--- config.mk ---
export PLATFORM = sky130hd
export DESIGN_NAME = fetch_stage
export DESIGN_NICKNAME = d
export VERILOG_FILES = /design/src/rtl/fetch_stage.sv
export SDC_FILE = /design/constraint.sdc
export NUM_CORES = 1
export LEC_CHECK = 0
export ABC_AREA = 1
export ABC_CLOCK_PERIOD_IN_PS = 3320
export BUFFER_PORTS_ARGS = -buffer_cell sky130_fd_sc_hd__buf_2
export CAP_MARGIN = 0
export CORE_ASPECT_RATIO = 1.5
export CORE_MARGIN = 2
export CORE_UTILIZATION = 53
export DETAILED_ROUTE_END_ITERATION = 12
export PLACE_DENSITY = 0.78
export SKIP_LAST_GASP = 1
export SLEW_MARGIN = 30
export SYNTH_ARGS = -nofsm -noshare
export SYNTH_HDL_FRONTEND = slang
export SYNTH_SLANG_ARGS = --single-unit
--- constraint.sdc ---
create_clock -name clk -period 3.32 [get_ports clk]
set_clock_uncertainty 0.15 [all_clocks]
set_input_delay 0.664 -clock clk [delete_from_list [all_inputs] [get_ports clk]]
set_output_delay 0.664 -clock clk [all_outputs]
set_load 0.02 [all_outputs]
--- src/rtl/fetch_stage.sv ---
// fetch_stage: LEGv8 instruction-fetch stage.
// Owns the PC and addresses a combinational imem ROM. The returned word is
// captured into the IF/ID register. Handles stalls, branch redirects, decode
// flushes and the end-of-program HALT self-loop.
// Optional feature: define FETCH_PERF_EN to add fetch_count_o, a saturating
// count of instructions loaded into IF/ID.
module fetch_stage #(
    parameter int          N         = 64,
    parameter int          IMEM_AW   = 6,
    parameter logic [N-1:0] RESET_PC = '0,
    parameter logic [31:0] HALT_INSN = 32'hb400001f
) (
    input  logic               clk,
    input  logic               reset,
    output logic [IMEM_AW-1:0] imem_addr,
    input  logic [31:0]        imem_q,
    input  logic               stall_F,
    input  logic               flush_D,
    input  logic               PCSrc_F,
    input  logic [N-1:0]       PCBranch_F,
    output logic [31:0]        instr_D,
    output logic [N-1:0]       pc_D,
    output logic               valid_D,
    output logic               halted_o
`ifdef FETCH_PERF_EN
    ,
    output logic [31:0]        fetch_count_o
`endif
);

    typedef enum logic [1:0] {
        S_BOOT = 2'd0,
        S_RUN  = 2'd1,
        S_HALT = 2'd2
    } state_t;

    state_t         r_state;
    state_t         w_state_nxt;
    logic [N-1:0]   r_pc;
    logic [N-1:0]   w_pc_nxt;
    logic [31:0]    r_instr_D;
    logic [N-1:0]   r_pc_D;
    logic           r_valid_D;
    logic           r_halted;
    logic           w_halted_nxt;
    logic           w_load;
    logic           w_bubble;

    // Word address into the ROM; upper PC bits wrap out of the 64-entry space.
    assign imem_addr = r_pc[IMEM_AW+1:2];
    assign instr_D   = r_instr_D;
    assign pc_D      = r_pc_D;
    assign valid_D   = r_valid_D;
    assign halted_o  = r_halted;

    // State register: FSM state, PC and the registered halt flag.
    always_ff @(posedge clk or negedge reset) begin
        if (!reset) begin
            r_state  <= S_BOOT;
            r_pc     <= RESET_PC;
            r_halted <= 1'b0;
        end else begin
            r_state  <= w_state_nxt;
            r_pc     <= w_pc_nxt;
            r_halted <= w_halted_nxt;
        end
    end

    // Next-state, next-PC and IF/ID load/bubble decisions.
    always_comb begin
        w_state_nxt  = r_state;
        w_pc_nxt     = r_pc;
        w_halted_nxt = 1'b0;
        w_load       = 1'b0;
        w_bubble     = 1'b0;
        case (r_state)
            S_BOOT: begin
                // One idle cycle after reset; redirects are ignored here.
                w_state_nxt = S_RUN;
            end
            S_RUN: begin
                if (PCSrc_F) begin
                    w_pc_nxt = PCBranch_F;
                    w_bubble = 1'b1;
                end else if (!stall_F) begin
                    w_pc_nxt = r_pc + N'(4);
                    if (!flush_D) begin
                        w_load = 1'b1;
                        if (imem_q == HALT_INSN) begin
                            w_state_nxt = S_HALT;
                        end
                    end
                end
            end
            S_HALT: begin
                if (PCSrc_F) begin
                    // Wrong-path halt or the halt's own self-branch: resume.
                    w_pc_nxt    = PCBranch_F;
                    w_bubble    = 1'b1;
                    w_state_nxt = S_RUN;
                end else begin
                    w_halted_nxt = 1'b1;
                    if (!stall_F) begin
                        w_bubble = 1'b1;
                    end
                end
            end
            default: begin
                w_state_nxt = S_BOOT;
            end
        endcase
        // A decode flush clears IF/ID even when stalled; PC is unaffected.
        if (flush_D) begin
            w_load   = 1'b0;
            w_bubble = 1'b1;
        end
    end

    // IF/ID pipeline register: load, clear to bubble, or hold.
    always_ff @(posedge clk or negedge reset) begin
        if (!reset) begin
            r_instr_D <= 32'd0;
            r_pc_D    <= '0;
            r_valid_D <= 1'b0;
        end else if (w_load) begin
            r_instr_D <= imem_q;
            r_pc_D    <= r_pc;
            r_valid_D <= 1'b1;
        end else if (w_bubble) begin
            r_instr_D <= 32'd0;
            r_pc_D    <= '0;
            r_valid_D <= 1'b0;
        end
    end

`ifdef FETCH_PERF_EN
    logic [31:0] r_fetch_count;

    // Saturating count of real instructions entering IF/ID.
    always_ff @(posedge clk or negedge reset) begin
        if (!reset) begin
            r_fetch_count <= 32'd0;
        end else if (w_load && (r_fetch_count != 32'hffffffff)) begin
            r_fetch_count <= r_fetch_count + 32'd1;
        end
    end

    assign fetch_count_o = r_fetch_count;
`else
    // No fetch performance counter in this build.
`endif

endmodule

==> flow_metrics.py, run 1 <==
metrics = {
    "outcome": {
        "status": "complete, no violations",
    },
    "grt": {
        "grt_pass1_wl_mm": 49.3,
        "grt_pass1_vias": 9602,
        "track_usage_pct": 33.6,
        "grt_overflow": 0,
        "antenna_found_initial": 0,
        "grt_start_max_net_pins": 98,
    },
    "final_layout": {
        "n_antenna_cell": 0,
        "drive_gt1_share_pct": 18.5,
        "syn2layout_area_growth_pct": 19.5,
        "fillers": 1630,
        "final_area_um2": 11100,
        "fin_cells": 1739,
        "post-route-util_pct": 64.5,
        "nNetsFinal": 1618,
    },
    "setup_path": {
        "cpMaxStageDelayCell": "buf_4",
        "crit_path_start_kind": "flop",
        "critPathMaxFanout": 65,
        "worstSetupEndpointType": "flop",
        "worstPathArrival_ns": 2.53,
        "cp_slowest_stage_delay_ns": 0.55,
        "crit_chain": "inv_1 > ha_1 > inv_1 > nor2_1 > inv_1 > nand3_2 > buf_4 > a21oi_1 > o21ai_1 > inv_1",
        "crit_type": "flop to flop",
        "cp_data_required_time_ns": 3.51,
        "cp_common_cell": "inv_1",
    },
    "cts": {
        "clk_pin_slew_ns": 0.07,
        "htreeDepth": 4,
        "post_cts_buffers": 0,
        "cts_tree": "done",
        "post_cts_resized": 0,
        "cts.path.max_buffers": 2,
        "cts_root_buf": "clkbuf_16",
        "cts_sinks": 164,
        "cts_buffers": 17,
        "cts_hold_buf": 0,
        "clock_latency_ns": 0.44,
    },
    "placed_design": {
        "portBuffers": 204,
        "place_congestion": 0.997,
        "pre_cts_ws_ns": 0.908,
        "hpwl_mm": 23.3,
        "place_inst": 1707,
        "placed_area_um2": 10500,
    },
    "logic_synthesis": {
        "syn_area_um2": 9330,
        "synth-main-ff-cell": "dfrtp_1",
        "synth_top_family_by_area": "simple AND/OR/NAND/NOR gates",
        "synth_area_leaders": "dfrtp_1 44%, nand2_1 13%, inv_1 10%, nor2_1 7.6%, o22ai_1 7.3%",
        "synthArstFlopShare_pct": 100,
        "synthMuxAreaShare_pct": 0,
        "synthSimpleGateAreaFrac_pct": 29.0,
        "yosys.cell_types.count": 32,
        "yosysSeqAreaShare_pct": 44.0,
        "synth_compound_gate_area_share_pct": 12.7,
        "synthXorXnorAreaFrac_pct": 0.563,
        "synthAdderAreaFrac_pct": 0.536,
        "synth_edf_count": 0,
        "yosys.area.top_type": "dfrtp_1",
        "syn_inst": 1332,
        "synth_nets": 1437,
        "yosys_warnings": 0,
        "ys_ff_latch": 164,
        "avgSynthCellArea_um2": 7.01,
        "synth_top_area_share_pct": 44.0,
    },
    "route": {
        "antenna_left": 0,
        "firstDrtPassIters": 5,
        "drt-vias-per-instance": 5.45,
        "wl_per_cell_um": 17.8,
        "routed_wl_mm": 30.9,
        "num_vias": 9471,
        "drc_errors": 0,
        "drtIter0Drc": 498,
    },
    "power": {
        "clkPwrFrac_pct": 23.8,
        "p_int_mw": 4.87,
        "power_frac_seq_pct": 35.1,
        "combPwrFrac_pct": 41.1,
        "peakVddDrop_mv": 0.690,
        "p_switching_mw": 4.11,
        "total_power_mw": 8.98,
        "powerDensity_nw_per_um2": 806,
        "switching_share_pct": 45.8,
        "p_leak_nw": 5.89,
    },
    "sta": {
        "period_minus_slack_ns": 2.34,
        "fmax_mhz": 427,
        "period_share_pct": 70.5,
        "finalHoldViolCount": 0,
        "finalSetupTns_ns": 0,
        "setup_violations": 0,
        "setup_slack_ns": 0.981,
        "max_slew.worst_pin.slew_ns": 0.764,
        "max-slew-margin-rel_pct": 49.1,
        "drv_slew": 0,
        "grt_setup_unrepaired": "false",
        "holdWs_ns": 0.0477,
    },
    "floorplanning": {
        "die_h_um": 167,
        "fp.coreArea_um2": 17300,
        "ioPinCount": 205,
        "design.die.area_um2": 18700,
        "die_w_um": 112,
        "initial_core_util_pct": 54.0,
        "rows": 59,
    },
    "job": {
        "cap_viol_max_count": 0,
    },
    "min_path": {
        "worstHoldPathType": "input port to async pin",
    },
}
-- registers in the layout, summed over array words and instances, names as in the netlist --
name,flops
halted_o,1
valid_D,1
r_pc,64
r_state,2
pc_D,64
instr_D,32
-- synth_stat cells (all sizes together) (11+ instances only) --
| cell type | instances |
|---|---|
| nand2 | 328 |
| inv | 261 |
| nor2 | 203 |
| dfrtp | 164 |
| o22ai | 109 |
| nand3 | 80 |
| o21ai | 51 |
| buf | 36 |
| a21oi | 22 |
| nand4 | 18 |
| clkbuf | 17 |
| nor3 | 11 |
-- power by group through the flow --
stage	registers, mW	logic [mW]	clock network, mW
final	3.16	3.69	2.14
after floorplan	3.14	2.57	0
after global placement	3.15	3.54	0
after CTS	3.14	3.68	2.15
after global routing	3.22	4.14	2.22
after detailed placement	3.17	3.65	0
-- logic make-up after synthesis --
group,after synthesis
flip-flops,164
AO/OA/AOI/OAI,200
buffers and inverters,314
adder cells (fa/ha/maj),4
AND/OR/NAND/NOR,644
XOR/XNOR,6
-- layout by cell type, fill, tap and decap left out, drive strengths merged, types with 18 or more instances in the layout --
cell type,Yosys,final
a21oi,22,22
buf,36,215
clkbuf,17,18
dfrtp,164,164
inv,261,269
nand2,328,328
nand3,80,80
nand4,18,18
nor2,203,203
o21ai,51,51
o22ai,109,109
-- layer usage --
layer | GRT usage (%) | part of all wire, %
met1 | 37.5 | 37
met4 | 19.9 | 6.1
met2 | 59.3 | 52
met3 | 5.93 | 5.5
met5 | 0 | 0
-- worst max-delay path: cells and delay by family, from the launching register on --
kind / cells / cell delay [ns]
adder cells (fa/ha/maj): 1 / 0.23
flip-flops: 1 / 0.41
AND/OR/NAND/NOR: 2 / 0.26
AO/OA/AOI/OAI: 2 / 0.25
buffers and inverters: 5 / 0.87
-- worst paths after layout --
kind	start	slack [ns]	endpoint	depth (start not counted)
max	r_state[0]	0.98	r_pc[12]	10
min	reset	0.05	pc_D[3]	1
max reg2reg	r_state[0]	0.98	r_pc[12]	10
min reg2reg	r_pc[63]	0.36	r_pc[63]	2
max in group asynchronous	reset	2.04	pc_D[55]	2
min in group clk	PCBranch_F[0]	0.32	r_pc[0]	3
-- cell type report --
| class | instances | area [µm²] | area share [%] |
|---|---|---|---|
| inverters | 261 | 980 | 8.79 |
| flip-flops and latches | 164 | 4100 | 36.8 |
| multi-input cells | 854 | 4030 | 36.2 |
| repair buffers | 215 | 1140 | 10.2 |
| well taps | 213 | 267 | 2.39 |
| clock inverters | 14 | 188 | 1.68 |
| clock buffers | 18 | 439 | 3.94 |
No activity file was read; power rests on OpenSTA's default activity.
==> run 2, diff against run 1 <==
--- a/config.mk
+++ b/config.mk
@@ -5,15 +5,15 @@
 export SDC_FILE = /design/constraint.sdc
 export NUM_CORES = 1
 export LEC_CHECK = 0
-export ABC_AREA = 1
-export ABC_CLOCK_PERIOD_IN_PS = 3320
+export ABC_AREA = 0
+export ABC_CLOCK_PERIOD_IN_PS = 2000
 export BUFFER_PORTS_ARGS = -buffer_cell sky130_fd_sc_hd__buf_2
 export CAP_MARGIN = 0
 export CORE_ASPECT_RATIO = 1.5
 export CORE_MARGIN = 2
-export CORE_UTILIZATION = 53
+export CORE_UTILIZATION = 49
 export DETAILED_ROUTE_END_ITERATION = 12
-export PLACE_DENSITY = 0.78
+export PLACE_DENSITY = 0.77
 export SKIP_LAST_GASP = 1
 export SLEW_MARGIN = 30
 export SYNTH_ARGS = -nofsm -noshare
==> constraint.sdc (replaced) <==
create_clock -name clk -period 2 [get_ports clk]
set_clock_uncertainty 0.15 [all_clocks]
set_input_delay 0.4 -clock clk [delete_from_list [all_inputs] [get_ports clk]]
set_output_delay 0.4 -clock clk [all_outputs]
set_load 0.02 [all_outputs]
==> run 2 against run 1 <==
Largest power group is now sequential cells. Register-to-register slack got worse by 1.4 ns. Wire length increased by 35%. Sequential share of layout area decreased by 6.1 points. The run now ends with negative hold slack, negative setup slack left. Hold slack got worse by 0.053 ns.
==> flow_metrics.py, run 2 <==
metrics = {
    "outcome": {
        "status": "complete, but fails checks",
        "violations": "negative hold slack, negative setup slack",
    },
    "cts": {
        "cts_sinks": 164,
        "cts_tree": "done",
        "cts.path.max_buffers": 2,
        "cts_buffers": 17,
        "clk_pin_slew_ns": 0.08,
        "cts_root_buf": "clkbuf_16",
        "clock_latency_ns": 0.46,
        "htreeDepth": 4,
    },
    "logic_synthesis": {
        "yosysSeqAreaShare_pct": 49.8,
        "synth_edf_count": 0,
        "synth-main-ff-cell": "dfrtp_1",
        "syn_inst": 820,
        "yosys.cell_count.top_type": "dfrtp_1",
        "yosys_warnings": 0,
        "ys_ff_latch": 164,
        "synthArstFlopShare_pct": 100,
        "synthTopCellsByCount": "164 x dfrtp_1, 97 x a22o_1, 76 x nor2_1",
        "avgSynthCellArea_um2": 10.1,
        "synth_top_area_share_pct": 49.8,
        "synth_nets": 925,
        "synth_area_leaders": "dfrtp_1 50%, a22o_1 10%, nor2_1 3.5%, nand4_1 2.6%, a21oi_1 2.2%",
        "yosys.cell_types.count": 68,
        "syn_area_um2": 8250,
        "yosys.area.top_type": "dfrtp_1",
    },
    "floorplanning": {
        "die_w_um": 110,
        "fp.coreArea_um2": 16600,
        "die_h_um": 163,
        "initial_core_util_pct": 49.6,
        "design.die.area_um2": 17900,
        "rows": 58,
        "ioPinCount": 205,
    },
    "sta": {
        "grt_setup_unrepaired": "true",
        "max-slew-margin-rel_pct": 60.3,
        "setup_violations": 149,
        "holdWs_ns": -0.00503,
        "max_slew.worst_pin.slew_ns": 0.590,
        "fmax_mhz": 418,
        "period_share_pct": 120,
        "drv_slew": 0,
        "finalHoldViolCount": 1,
        "setup_slack_ns": -0.395,
        "period_minus_slack_ns": 2.40,
    },
    "setup_path": {
        "crit_type": "flop to flop",
        "r2r_cells": 7,
        "r2r_slack_ns": -0.40,
        "reg2reg_from": "r_pc[50]",
        "worstSetupEndpointType": "flop",
        "cp_data_required_time_ns": 2.22,
        "r2r-end": "r_pc[58]",
        "crit_path_start_kind": "flop",
        "critPathMaxFanout": 4,
        "worstPathArrival_ns": 2.61,
    },
    "route": {
        "drtIter0Drc": 1659,
        "wl_per_cell_um": 28.3,
        "num_vias": 10500,
        "routed_wl_mm": 41.7,
        "firstDrtPassIters": 9,
        "antenna_left": 0,
        "drc_errors": 0,
        "drt-vias-per-instance": 7.14,
    },
    "placed_design": {
        "place_congestion": 0.991,
        "portBuffers": 204,
        "hpwl_mm": 21.1,
    },
    "grt": {
        "track_usage_pct": 35.6,
        "grt_pass1_vias": 8980,
        "grt_overflow": 0,
        "grt_pass1_wl_mm": 48.2,
        "grt_start_max_net_pins": 55,
        "antenna_found_initial": 0,
    },
    "final_layout": {
        "drive_gt1_share_pct": 52.9,
        "nNetsFinal": 1352,
        "syn2layout_area_growth_pct": 62.8,
        "final_cell_mix": "204 x buf_2, 191 x buf_4, 154 x dfrtp_1, 97 x a22o_1, 64 x nor2_1",
        "final_common_cell": "buf_2",
        "n_antenna_cell": 0,
    },
    "power": {
        "powerDensity_nw_per_um2": 713,
        "total_power_mw": 9.56,
        "p_leak_nw": 6.36,
        "peakVddDrop_mv": 0.692,
    },
    "min_path": {
        "hold-path-cell-count": 3,
        "hold_start": "PCBranch_F[1]",
        "hold_end": "r_pc[1]",
        "worstHoldPathType": "input port to flop",
    },
    "job": {
        "cap_viol_max_count": 0,
    },
}
## run 2: cell count changes after synthesis, moves of 15 or more
cell / change
nand4_1: +16
a22o_1: +97
o21ai_0: -18
o21ai_1: -18
nand2_1: -276
a21oi_1: +15
inv_1: -238
and3_1: +18
nor2_1: -114
o22ai_1: -93
nand3_1: -44
nor3_1: +18
nor4_1: +26
clkbuf_1: +24
## run 2: where the power goes
group / internal [mW] / switching [mW]
registers: 3.55 / 0.261
clock network: 1.67 / 1.63
logic: 1.09 / 1.37
## run 2: layout make-up
type,instances,area [µm²]
well taps,210,263
fillers,850,3190
inverters,17,66.3
clock inverters,15,155
multi-input cells,575,4650
flip-flops and latches,164,4120
repair buffers,472,3750
clock buffers,17,425
## run 2: worst max path at each step
stage | from | end | cells past startpoint
global placement | r_state[0] | r_pc[43] | 8
finish | r_pc[50] | r_pc[58] | 7
CTS | r_pc[2] | r_pc[12] | 8
floorplan | r_pc[2] | r_pc[20] | 7
global route | r_pc[29] | r_pc[46] | 6
detailed placement | r_state[0] | r_pc[43] | 7
## run 2: cell families after synthesis
kind of cell	synth area share (%)
buf+inv	4.29
fa+ha+maj	0.607
compound gates	22.0
flops	49.8
mux	0.516
simple gates	22.8
## run 2: what timing repair did
action / in CTS / in global routing
hold buffers: 2 / 0
gates cloned: 8 / 16
pin swaps: 27 / 121
hold endpoints to repair: 43 / 0
resized for setup: 64 / 161
endpoints found under the setup margin: 140 / 151
setup buffers: 30 / 29
## run 2: stage by stage
| stage | setup TNS, ns | setup WS [ns] | instance area [µm²] | cells | util (%) |
|---|---|---|---|---|---|
| after floorplan | -0.0388 | -0.0213 | 8320 | 820 | - |
| after global placement | -6.00 | -0.162 | 10900 | 1359 | 65.3 |
| after detailed placement | -16.85 | -0.215 | 10900 | 1359 | 65.3 |
| after CTS | -3.64 | -0.0768 | 12200 | 1430 | 73.3 |
| after global routing | -25.52 | -0.499 | 13400 | 1470 | 80.8 |
| final | -21.63 | -0.395 | 13400 | 1470 | 80.8 |
## run 2: worst max-delay path: stages (launching register included)
cell,delay (ns)
dfrtp_1,0.45
buf_4,0.19
nand4_1,0.18
nor4_1,0.47
buf_4,0.21
nand4_1,0.16
mux2_4,0.35
nor2_1,0.16
## run 2: per-layer routing
| metal | GRT usage [%] | vias to the layer above | part of all wire (%) |
|---|---|---|---|
| met5 | 0 | - | 0 |
| met4 | 20.7 | 0 | 12 |
| met3 | 5.92 | 442 | 13 |
| met2 | 59.6 | 1087 | 45 |
| met1 | 42.4 | 4949 | 31 |
| li1 | - | 4023 | - |
